$ cat src/rtl/ps2_host_tx_if.sv
// Host-side command interface of the PS/2 host transmitter.
// The master issues command bytes and observes completion. The slave is the
// transmitter, which reports ready/busy, a done or error pulse, and the
// error code of the last failed transmission.
interface ps2_host_tx_if;
  logic [7:0] tx_data;
  logic       tx_valid;
  logic       tx_ready;
  logic       busy;
  logic       tx_done;
  logic       tx_err;
  logic [1:0] err_code;

  modport master (
    output tx_data, tx_valid,
    input  tx_ready, busy, tx_done, tx_err, err_code
  );

  modport slave (
    input  tx_data, tx_valid,
    output tx_ready, busy, tx_done, tx_err, err_code
  );
endinterface

$ cat src/rtl/ps2_host_tx.sv
// PS/2 host-to-device transmitter.
// Sends one command byte to a PS/2 device using the inhibit / request-to-send
// sequence. The open-drain clock and data pins are driven through active-high
// "pull low" enables. The device acknowledge is checked after the stop bit.
// ps2_clk is synchronized and then glitch-filtered. ps2_dat is only
// synchronized, because it is sampled on filtered clock edges.
// Optional feature macro: PS2_HOST_TX_RETRY_EN. When it is defined, a failed
// transmission is retried up to two times before the error is reported.
// INHIBIT_CYCLES must be at least 2.
module ps2_host_tx #(
  parameter int INHIBIT_CYCLES = 12000,
  parameter int START_TIMEOUT  = 1500000,
  parameter int FRAME_TIMEOUT  = 200000,
  parameter int FILTER_LEN     = 8
) (
  input  logic         clk,
  input  logic         rst,
  ps2_host_tx_if.slave bus,
  input  logic         ps2_clk_in,
  input  logic         ps2_dat_in,
  output logic         ps2_clk_oe,
  output logic         ps2_dat_oe
);

  localparam int TW  = 21;
  localparam int FCW = (FILTER_LEN > 1) ? $clog2(FILTER_LEN) : 1;

  localparam logic [1:0] ERR_NONE  = 2'b00;
  localparam logic [1:0] ERR_START = 2'b01;
  localparam logic [1:0] ERR_FRAME = 2'b10;
  localparam logic [1:0] ERR_NOACK = 2'b11;

  typedef enum logic [2:0] {
    S_IDLE,
    S_INHIBIT,
    S_SEND,
    S_ACK,
    S_WAIT_IDLE
  } state_t;

  // Saturating increment so that a stalled timer never wraps back below a limit.
  function automatic logic [TW-1:0] sat_inc(input logic [TW-1:0] v);
    return (v == {TW{1'b1}}) ? v : v + 1'b1;
  endfunction

  // Input conditioning state.
  logic           clk_s1_q, clk_s2_q;
  logic           dat_s1_q, dat_s2_q;
  logic           filt_q, filt_d;
  logic [FCW-1:0] filt_cnt_q, filt_cnt_d;
  logic           fall_q, fall_d;

  // Transmit control state.
  state_t         state_q, state_d;
  logic [TW-1:0]  timer_q, timer_d;
  logic [3:0]     bit_cnt_q, bit_cnt_d;
  logic [8:0]     shreg_q, shreg_d;
  logic           clk_oe_q, clk_oe_d;
  logic           dat_oe_q, dat_oe_d;
  logic           tx_done_q, tx_done_d;
  logic           tx_err_q, tx_err_d;
  logic [1:0]     err_code_q, err_code_d;
  logic           err_hit;
  logic [1:0]     err_val;
`ifdef PS2_HOST_TX_RETRY_EN
  logic [7:0]     byte_q, byte_d;
  logic [1:0]     retry_q, retry_d;
`endif

  // Two-flop synchronizers for both pins; the lines idle high.
  always_ff @(posedge clk) begin
    if (rst) begin
      clk_s1_q <= 1'b1;
      clk_s2_q <= 1'b1;
      dat_s1_q <= 1'b1;
      dat_s2_q <= 1'b1;
    end else begin
      clk_s1_q <= ps2_clk_in;
      clk_s2_q <= clk_s1_q;
      dat_s1_q <= ps2_dat_in;
      dat_s2_q <= dat_s1_q;
    end
  end

  // Stability filter: a new clock level is accepted after FILTER_LEN consecutive differing cycles.
  always_comb begin
    filt_d     = filt_q;
    filt_cnt_d = '0;
    if (clk_s2_q != filt_q) begin
      if (filt_cnt_q == FCW'(FILTER_LEN - 1)) begin
        filt_d = clk_s2_q;
      end else begin
        filt_cnt_d = filt_cnt_q + 1'b1;
      end
    end
    fall_d = filt_q & ~filt_d;
  end

  // Filter state register; the filtered level is preset to the idle-high value.
  always_ff @(posedge clk) begin
    if (rst) begin
      filt_q     <= 1'b1;
      filt_cnt_q <= '0;
      fall_q     <= 1'b0;
    end else begin
      filt_q     <= filt_d;
      filt_cnt_q <= filt_cnt_d;
      fall_q     <= fall_d;
    end
  end

  // Transmit sequencer: next state, line drive, timers and result reporting.
  always_comb begin
    state_d    = state_q;
    timer_d    = timer_q;
    bit_cnt_d  = bit_cnt_q;
    shreg_d    = shreg_q;
    clk_oe_d   = clk_oe_q;
    dat_oe_d   = dat_oe_q;
    err_code_d = err_code_q;
    tx_done_d  = 1'b0;
    tx_err_d   = 1'b0;
    err_hit    = 1'b0;
    err_val    = ERR_NONE;
`ifdef PS2_HOST_TX_RETRY_EN
    byte_d     = byte_q;
    retry_d    = retry_q;
`endif

    case (state_q)
      S_IDLE: begin
        clk_oe_d = 1'b0;
        dat_oe_d = 1'b0;
        if (bus.tx_valid) begin
          shreg_d    = {~^bus.tx_data, bus.tx_data};
          err_code_d = ERR_NONE;
          timer_d    = '0;
          clk_oe_d   = 1'b1;
          state_d    = S_INHIBIT;
`ifdef PS2_HOST_TX_RETRY_EN
          byte_d     = bus.tx_data;
          retry_d    = 2'd0;
`endif
        end
      end

      S_INHIBIT: begin
        // Falls here are caused by our own clock pull and are ignored.
        // The timer only runs while the clock is actually held low, so a retry
        // that enters with the clock released gets a full inhibit period.
        if (!clk_oe_q) begin
          clk_oe_d = 1'b1;
        end else begin
          timer_d = sat_inc(timer_q);
          if (timer_q == TW'(INHIBIT_CYCLES - 2)) begin
            dat_oe_d = 1'b1;
          end
          if (timer_q == TW'(INHIBIT_CYCLES - 1)) begin
            clk_oe_d  = 1'b0;
            timer_d   = '0;
            bit_cnt_d = 4'd0;
            state_d   = S_SEND;
          end
        end
      end

      S_SEND: begin
        timer_d = sat_inc(timer_q);
        if (fall_q) begin
          // A fall always wins over a timeout in the same cycle.
          bit_cnt_d = bit_cnt_q + 4'd1;
          if (bit_cnt_q == 4'd0) begin
            timer_d = '0;
          end
          if (bit_cnt_q < 4'd9) begin
            dat_oe_d = ~shreg_q[0];
            shreg_d  = {1'b0, shreg_q[8:1]};
          end else begin
            dat_oe_d = 1'b0;
            state_d  = S_ACK;
          end
        end else if (bit_cnt_q == 4'd0) begin
          if (timer_q >= TW'(START_TIMEOUT)) begin
            err_hit = 1'b1;
            err_val = ERR_START;
          end
        end else if (timer_q >= TW'(FRAME_TIMEOUT)) begin
          err_hit = 1'b1;
          err_val = ERR_FRAME;
        end
      end

      S_ACK: begin
        timer_d = sat_inc(timer_q);
        if (fall_q) begin
          bit_cnt_d = bit_cnt_q + 4'd1;
          if (!dat_s2_q) begin
            state_d = S_WAIT_IDLE;
          end else begin
            err_hit = 1'b1;
            err_val = ERR_NOACK;
          end
        end else if (timer_q >= TW'(FRAME_TIMEOUT)) begin
          err_hit = 1'b1;
          err_val = ERR_FRAME;
        end
      end

      S_WAIT_IDLE: begin
        timer_d = sat_inc(timer_q);
        if (filt_q && dat_s2_q) begin
          tx_done_d = 1'b1;
          state_d   = S_IDLE;
        end else if (timer_q >= TW'(FRAME_TIMEOUT)) begin
          err_hit = 1'b1;
          err_val = ERR_FRAME;
        end
      end

      default: begin
        clk_oe_d = 1'b0;
        dat_oe_d = 1'b0;
        state_d  = S_IDLE;
      end
    endcase

    // Any failure releases both lines first.
    if (err_hit) begin
      clk_oe_d = 1'b0;
      dat_oe_d = 1'b0;
`ifdef PS2_HOST_TX_RETRY_EN
      if (retry_q < 2'd2) begin
        retry_d = retry_q + 2'd1;
        timer_d = '0;
        shreg_d = {~^byte_q, byte_q};
        state_d = S_INHIBIT;
      end else begin
        err_code_d = err_val;
        tx_err_d   = 1'b1;
        state_d    = S_IDLE;
      end
`else
      err_code_d = err_val;
      tx_err_d   = 1'b1;
      state_d    = S_IDLE;
`endif
    end
  end

  // Control registers; reset releases both lines on the next edge.
  always_ff @(posedge clk) begin
    if (rst) begin
      state_q    <= S_IDLE;
      timer_q    <= '0;
      bit_cnt_q  <= '0;
      clk_oe_q   <= 1'b0;
      dat_oe_q   <= 1'b0;
      tx_done_q  <= 1'b0;
      tx_err_q   <= 1'b0;
      err_code_q <= ERR_NONE;
`ifdef PS2_HOST_TX_RETRY_EN
      retry_q    <= 2'd0;
`endif
    end else begin
      state_q    <= state_d;
      timer_q    <= timer_d;
      bit_cnt_q  <= bit_cnt_d;
      clk_oe_q   <= clk_oe_d;
      dat_oe_q   <= dat_oe_d;
      tx_done_q  <= tx_done_d;
      tx_err_q   <= tx_err_d;
      err_code_q <= err_code_d;
`ifdef PS2_HOST_TX_RETRY_EN
      retry_q    <= retry_d;
`endif
    end
  end

  // Data registers carry no reset; they are always loaded before use.
  always_ff @(posedge clk) begin
    shreg_q <= shreg_d;
`ifdef PS2_HOST_TX_RETRY_EN
    byte_q  <= byte_d;
`endif
  end

  assign ps2_clk_oe   = clk_oe_q;
  assign ps2_dat_oe   = dat_oe_q;
  assign bus.tx_ready = (state_q == S_IDLE);
  assign bus.busy     = (state_q != S_IDLE);
  assign bus.tx_done  = tx_done_q;
  assign bus.tx_err   = tx_err_q;
  assign bus.err_code = err_code_q;

endmodule

$ cat src/flat_wrapper.sv
// flat-port wrapper written by rule: the top's interface ports become plain ports
module ps2_host_tx_flat 
#(
  parameter int INHIBIT_CYCLES = 12000,
  parameter int START_TIMEOUT  = 1500000,
  parameter int FRAME_TIMEOUT  = 200000,
  parameter int FILTER_LEN     = 8
)
  (clk, rst, ps2_clk_in, ps2_dat_in, ps2_clk_oe, ps2_dat_oe, bus_tx_data, bus_tx_valid, bus_tx_ready, bus_busy, bus_tx_done, bus_tx_err, bus_err_code);
  ps2_host_tx_if bus_i ();
  input  logic clk;
  input  logic rst;
  input  logic ps2_clk_in;
  input  logic ps2_dat_in;
  output logic ps2_clk_oe;
  output logic ps2_dat_oe;
  input wire logic [$bits(bus_i.tx_data)-1:0] bus_tx_data;
  input wire logic [$bits(bus_i.tx_valid)-1:0] bus_tx_valid;
  output wire logic [$bits(bus_i.tx_ready)-1:0] bus_tx_ready;
  output wire logic [$bits(bus_i.busy)-1:0] bus_busy;
  output wire logic [$bits(bus_i.tx_done)-1:0] bus_tx_done;
  output wire logic [$bits(bus_i.tx_err)-1:0] bus_tx_err;
  output wire logic [$bits(bus_i.err_code)-1:0] bus_err_code;
  assign bus_i.tx_data = bus_tx_data;
  assign bus_i.tx_valid = bus_tx_valid;
  assign bus_tx_ready = bus_i.tx_ready;
  assign bus_busy = bus_i.busy;
  assign bus_tx_done = bus_i.tx_done;
  assign bus_tx_err = bus_i.tx_err;
  assign bus_err_code = bus_i.err_code;
  ps2_host_tx #(.INHIBIT_CYCLES(INHIBIT_CYCLES), .START_TIMEOUT(START_TIMEOUT), .FRAME_TIMEOUT(FRAME_TIMEOUT), .FILTER_LEN(FILTER_LEN)) u_core (.clk(clk), .rst(rst), .bus(bus_i), .ps2_clk_in(ps2_clk_in), .ps2_dat_in(ps2_dat_in), .ps2_clk_oe(ps2_clk_oe), .ps2_dat_oe(ps2_dat_oe));
endmodule
$ cat config.mk
export PLATFORM = sky130hd
export DESIGN_NAME = ps2_host_tx_flat
export DESIGN_NICKNAME = d
export VERILOG_FILES = /design/src/rtl/ps2_host_tx_if.sv /design/src/rtl/ps2_host_tx.sv /design/src/flat_wrapper.sv
export SDC_FILE = /design/constraint.sdc
export NUM_CORES = 1
export LEC_CHECK = 0
export ABC_CLOCK_PERIOD_IN_PS = 4000
export CAP_MARGIN = 40
export CORE_UTILIZATION = 55
export DETAILED_ROUTE_END_ITERATION = 12
export DONT_BUFFER_PORTS = 1
export GPL_TIMING_DRIVEN = 0
export PLACE_DENSITY = 0.7
export SLEW_MARGIN = 30
export SYNTH_ARGS = -nofsm -noshare
export SYNTH_HDL_FRONTEND = slang
export SYNTH_SLANG_ARGS = --single-unit
export TNS_END_PERCENT = 50
$ cat constraint.sdc
create_clock -name clk -period 4 [get_ports clk]
set_input_delay 1.2 -clock clk [delete_from_list [all_inputs] [get_ports clk]]
set_output_delay 1.2 -clock clk [all_outputs]
set_load 0.01 [all_outputs]
==> flow_summary.toml <==
[outcome]
outcome = "complete, no violations"

[timing]
hold_viol = 0
max_freq_mhz = 350.5
finalSetupTns_ns = 0
fin_ws_ns = 1.147
fin_hold_ws_ns = 0.4206
finalCriticalPeriod_ns = 2.853
setup_viol = 0
fin_worst_skew_ns = 0.007981
slew-limit-headroom_pct = 66.52
rsz0062_at_grt = "false"
tightest_slew_ns = 0.5023
drv_slew = 0
period_share_pct = 71.33

[detailed_routing]
routed_wl_um = 5832
drc_errors = 0
num_vias = 2364
drt.antenna.violating_nets = 0
first_pass_iters = 5
post_drt_wl_per_cell_um = 14.44
viasPerCell = 5.851
drtIter0Drc = 214

[power_and_ir_drop]
p_leak_nw = 1.106
p_comb_share_pct = 9.2
seq_power_share_pct = 51.9
p_int_uw = 839.3
ir_drop_mv = 0.2603
powerDensity_nw_per_um2 = 351.7
fin_total_pwr_mw = 1.073
switchingPower_uw = 234.0
p_sw_share_pct = 21.81
pwr-share-clk_pct = 38.9

[global_routing]
antenna_found_initial = 0
grt_pass1_vias = 2101
grt_max_degree = 17
grt_first_pass_wirelength_um = 9563
grt_overflow_total = 0
track_usage_pct = 22.99

[cells_and_area]
instances_no_fill = 404
final_core_util_pct = 62.94
syn_to_final_growth_pct = 7.825
nets = 356
final_area_um2 = 3052
drive_gt1_share_pct = 12.46
n_antenna_cell = 0

[run]
cap_violations = 0

[synth]
avgSynthCellArea_um2 = 8.629
synth.distinct_cells = 56
ys_seq_area_share_pct = 39.96
synthesis.instances = 328
ys.flop_type = "dfxtp_1"
yosys_warnings = 0
synth_area_um2 = 2830
synth_fp_nets = 348
ys_seq_elements = 52
synth_edf_count = 9
synthArstFlopShare_pct = 0

[place]
place_congestion = 0.9108
dp_hpwl_um = 4241
pre_cts_slack_ns = 1.507
dpl.cell_count = 396
dpl_cell_area_um2 = 2919
io_buffer_count = 0

[setup_path]
crit_fanout = 10
worst-endpoint-required_ns = 2.80
critPathKind = "flip-flop to output port"
cp-start-kind = "flip-flop"
cp-end-kind = "output port"
arrival_ns = 1.65

[floorplanning]
rows = 25
pin_count = 21
dieArea_um2 = 5437
coreArea_um2 = 4848
start_util_pct = 58.37
die-width_um = 73.74
die_height_um = 73.74

[clock_tree]
worstSkewPairLatency_ns = 0.30
postCtsSetupBuffers = 0
htree_levels = 2
postCtsResizedCells = 0
numCtsBuffers = 5
clk_pin_slew_ns = 0.09
cts_hold_buf = 0
clock_path_buffers = 2
clock-root-buffer = "clkbuf_8"
cts_tree = "built"
cts_sinks = 52

[min_path]
hp-class = "flip-flop to flip-flop"
## cells in the final DEF (no fill, tap or decap), drive strengths merged, types with 4 or more instances in the layout
master / netlist / final
a21oi: 18 / 18
o21ai: 15 / 15
edfxtp: 9 / 9
xor2: 5 / 5
a31oi: 4 / 4
nor3: 17 / 17
mux2: 9 / 9
nand2: 31 / 31
nand4: 10 / 10
buf: 11 / 12
nor2b: 6 / 6
inv: 13 / 13
nor2: 32 / 32
dfxtp: 43 / 43
nor4: 5 / 5
or3: 5 / 5
ha: 7 / 7
nand3: 19 / 19
clkbuf: 7 / 13
or2: 4 / 4
xnor2: 16 / 16
and2: 8 / 8
## sequential cells by signal (all words and copies together), names as in the netlist, 2 cells and up
signal	count
u_core.bus.err_code	2
u_core.timer_q	21
u_core.filt_cnt_q	3
u_core.state_q	3
u_core.bit_cnt_q	4
u_core.shreg_q	9
## power groups by stage
stage                     combinational, mW  sequential, mW  clock (mW)
after detailed placement             0.0967           0.569           0
after global placement               0.0954           0.569           0
after floorplan                      0.0774           0.567           0
after global routing                  0.108           0.560       0.448
final                                0.0984           0.558       0.417
after CTS                            0.0973           0.558       0.428
## layer usage
metal  up-vias  share of wire (%)  GRT usage (%)
met5         -                  0              0
met4         0               0.99          6.838
met3         7                4.8          4.801
met2        71                 43          33.84
met1      1116                 51          33.59
li1       1170                  -              -
## kinds of logic after synthesis
| kind of cell | after synthesis | share of synthesized area [%] |
|---|---|---|
| simple gates | 152 | 28.78 |
| xor+xnor | 21 | 6.498 |
| buf+inv | 31 | 5.260 |
| flops | 52 | 39.96 |
| fa+ha+maj | 7 | 3.094 |
| compound gates | 54 | 12.11 |
| mux | 11 | 4.288 |
## synthesized netlist by cell type, drive strengths merged (2+ instances only)
cell,number,area (µm²)
nor2,32,120.1
o21ai,15,75.07
nor2b,6,37.54
and4,2,17.52
nand3b,3,26.27
mux2i,2,20.02
nor4,5,52.55
or2,4,25.02
inv,13,48.80
nand3,19,95.09
edfxtp,9,270.3
nand2,31,116.4
xnor2,16,140.1
nand4,10,62.56
o21bai,2,18.77
clkbuf,7,27.52
nor3,17,90.09
nand2b,3,18.77
nor4b,2,32.53
a31oi,4,25.02
xor2,5,43.79
ha,7,87.58
dfxtp,43,860.8
and3,3,18.77
and2,8,50.05
buf,11,72.56
nor3b,2,20.02
mux2,9,101.4
or3,5,31.28
a21oi,18,90.09
## critical path, stage by stage, from the launching register on
cell      delay, ns
dfxtp_1        0.31
buf_2          0.16
clkbuf_1       0.22
or3_1          0.49
inv_1          0.17
## final cells by class
cell class                 count  area, µm²
buffer                        18      100.1
clock buffer                   6      72.57
clock inverter                 2      60.06
fill                         438       1797
inverter                      13      48.80
multi-input combinational    245       1550
sequential                    52       1131
tap                           67      83.83
timing repair buffer           1      5.005
## worst paths after layout
| path | start | end | slack (ns) | depth (start not counted) |
|---|---|---|---|---|
| hold / removal | u_core.dat_s1_q | u_core.dat_s2_q | 0.42 | 1 |
| hold reg to reg | u_core.dat_s1_q | u_core.dat_s2_q | 0.42 | 1 |
| setup / recovery | u_core.state_q[0] | bus_tx_ready | 1.15 | 4 |
| setup reg to reg | u_core.state_q[0] | u_core.shreg_q[4] | 1.63 | 7 |
No activity file was read; power rests on OpenSTA's default activity.
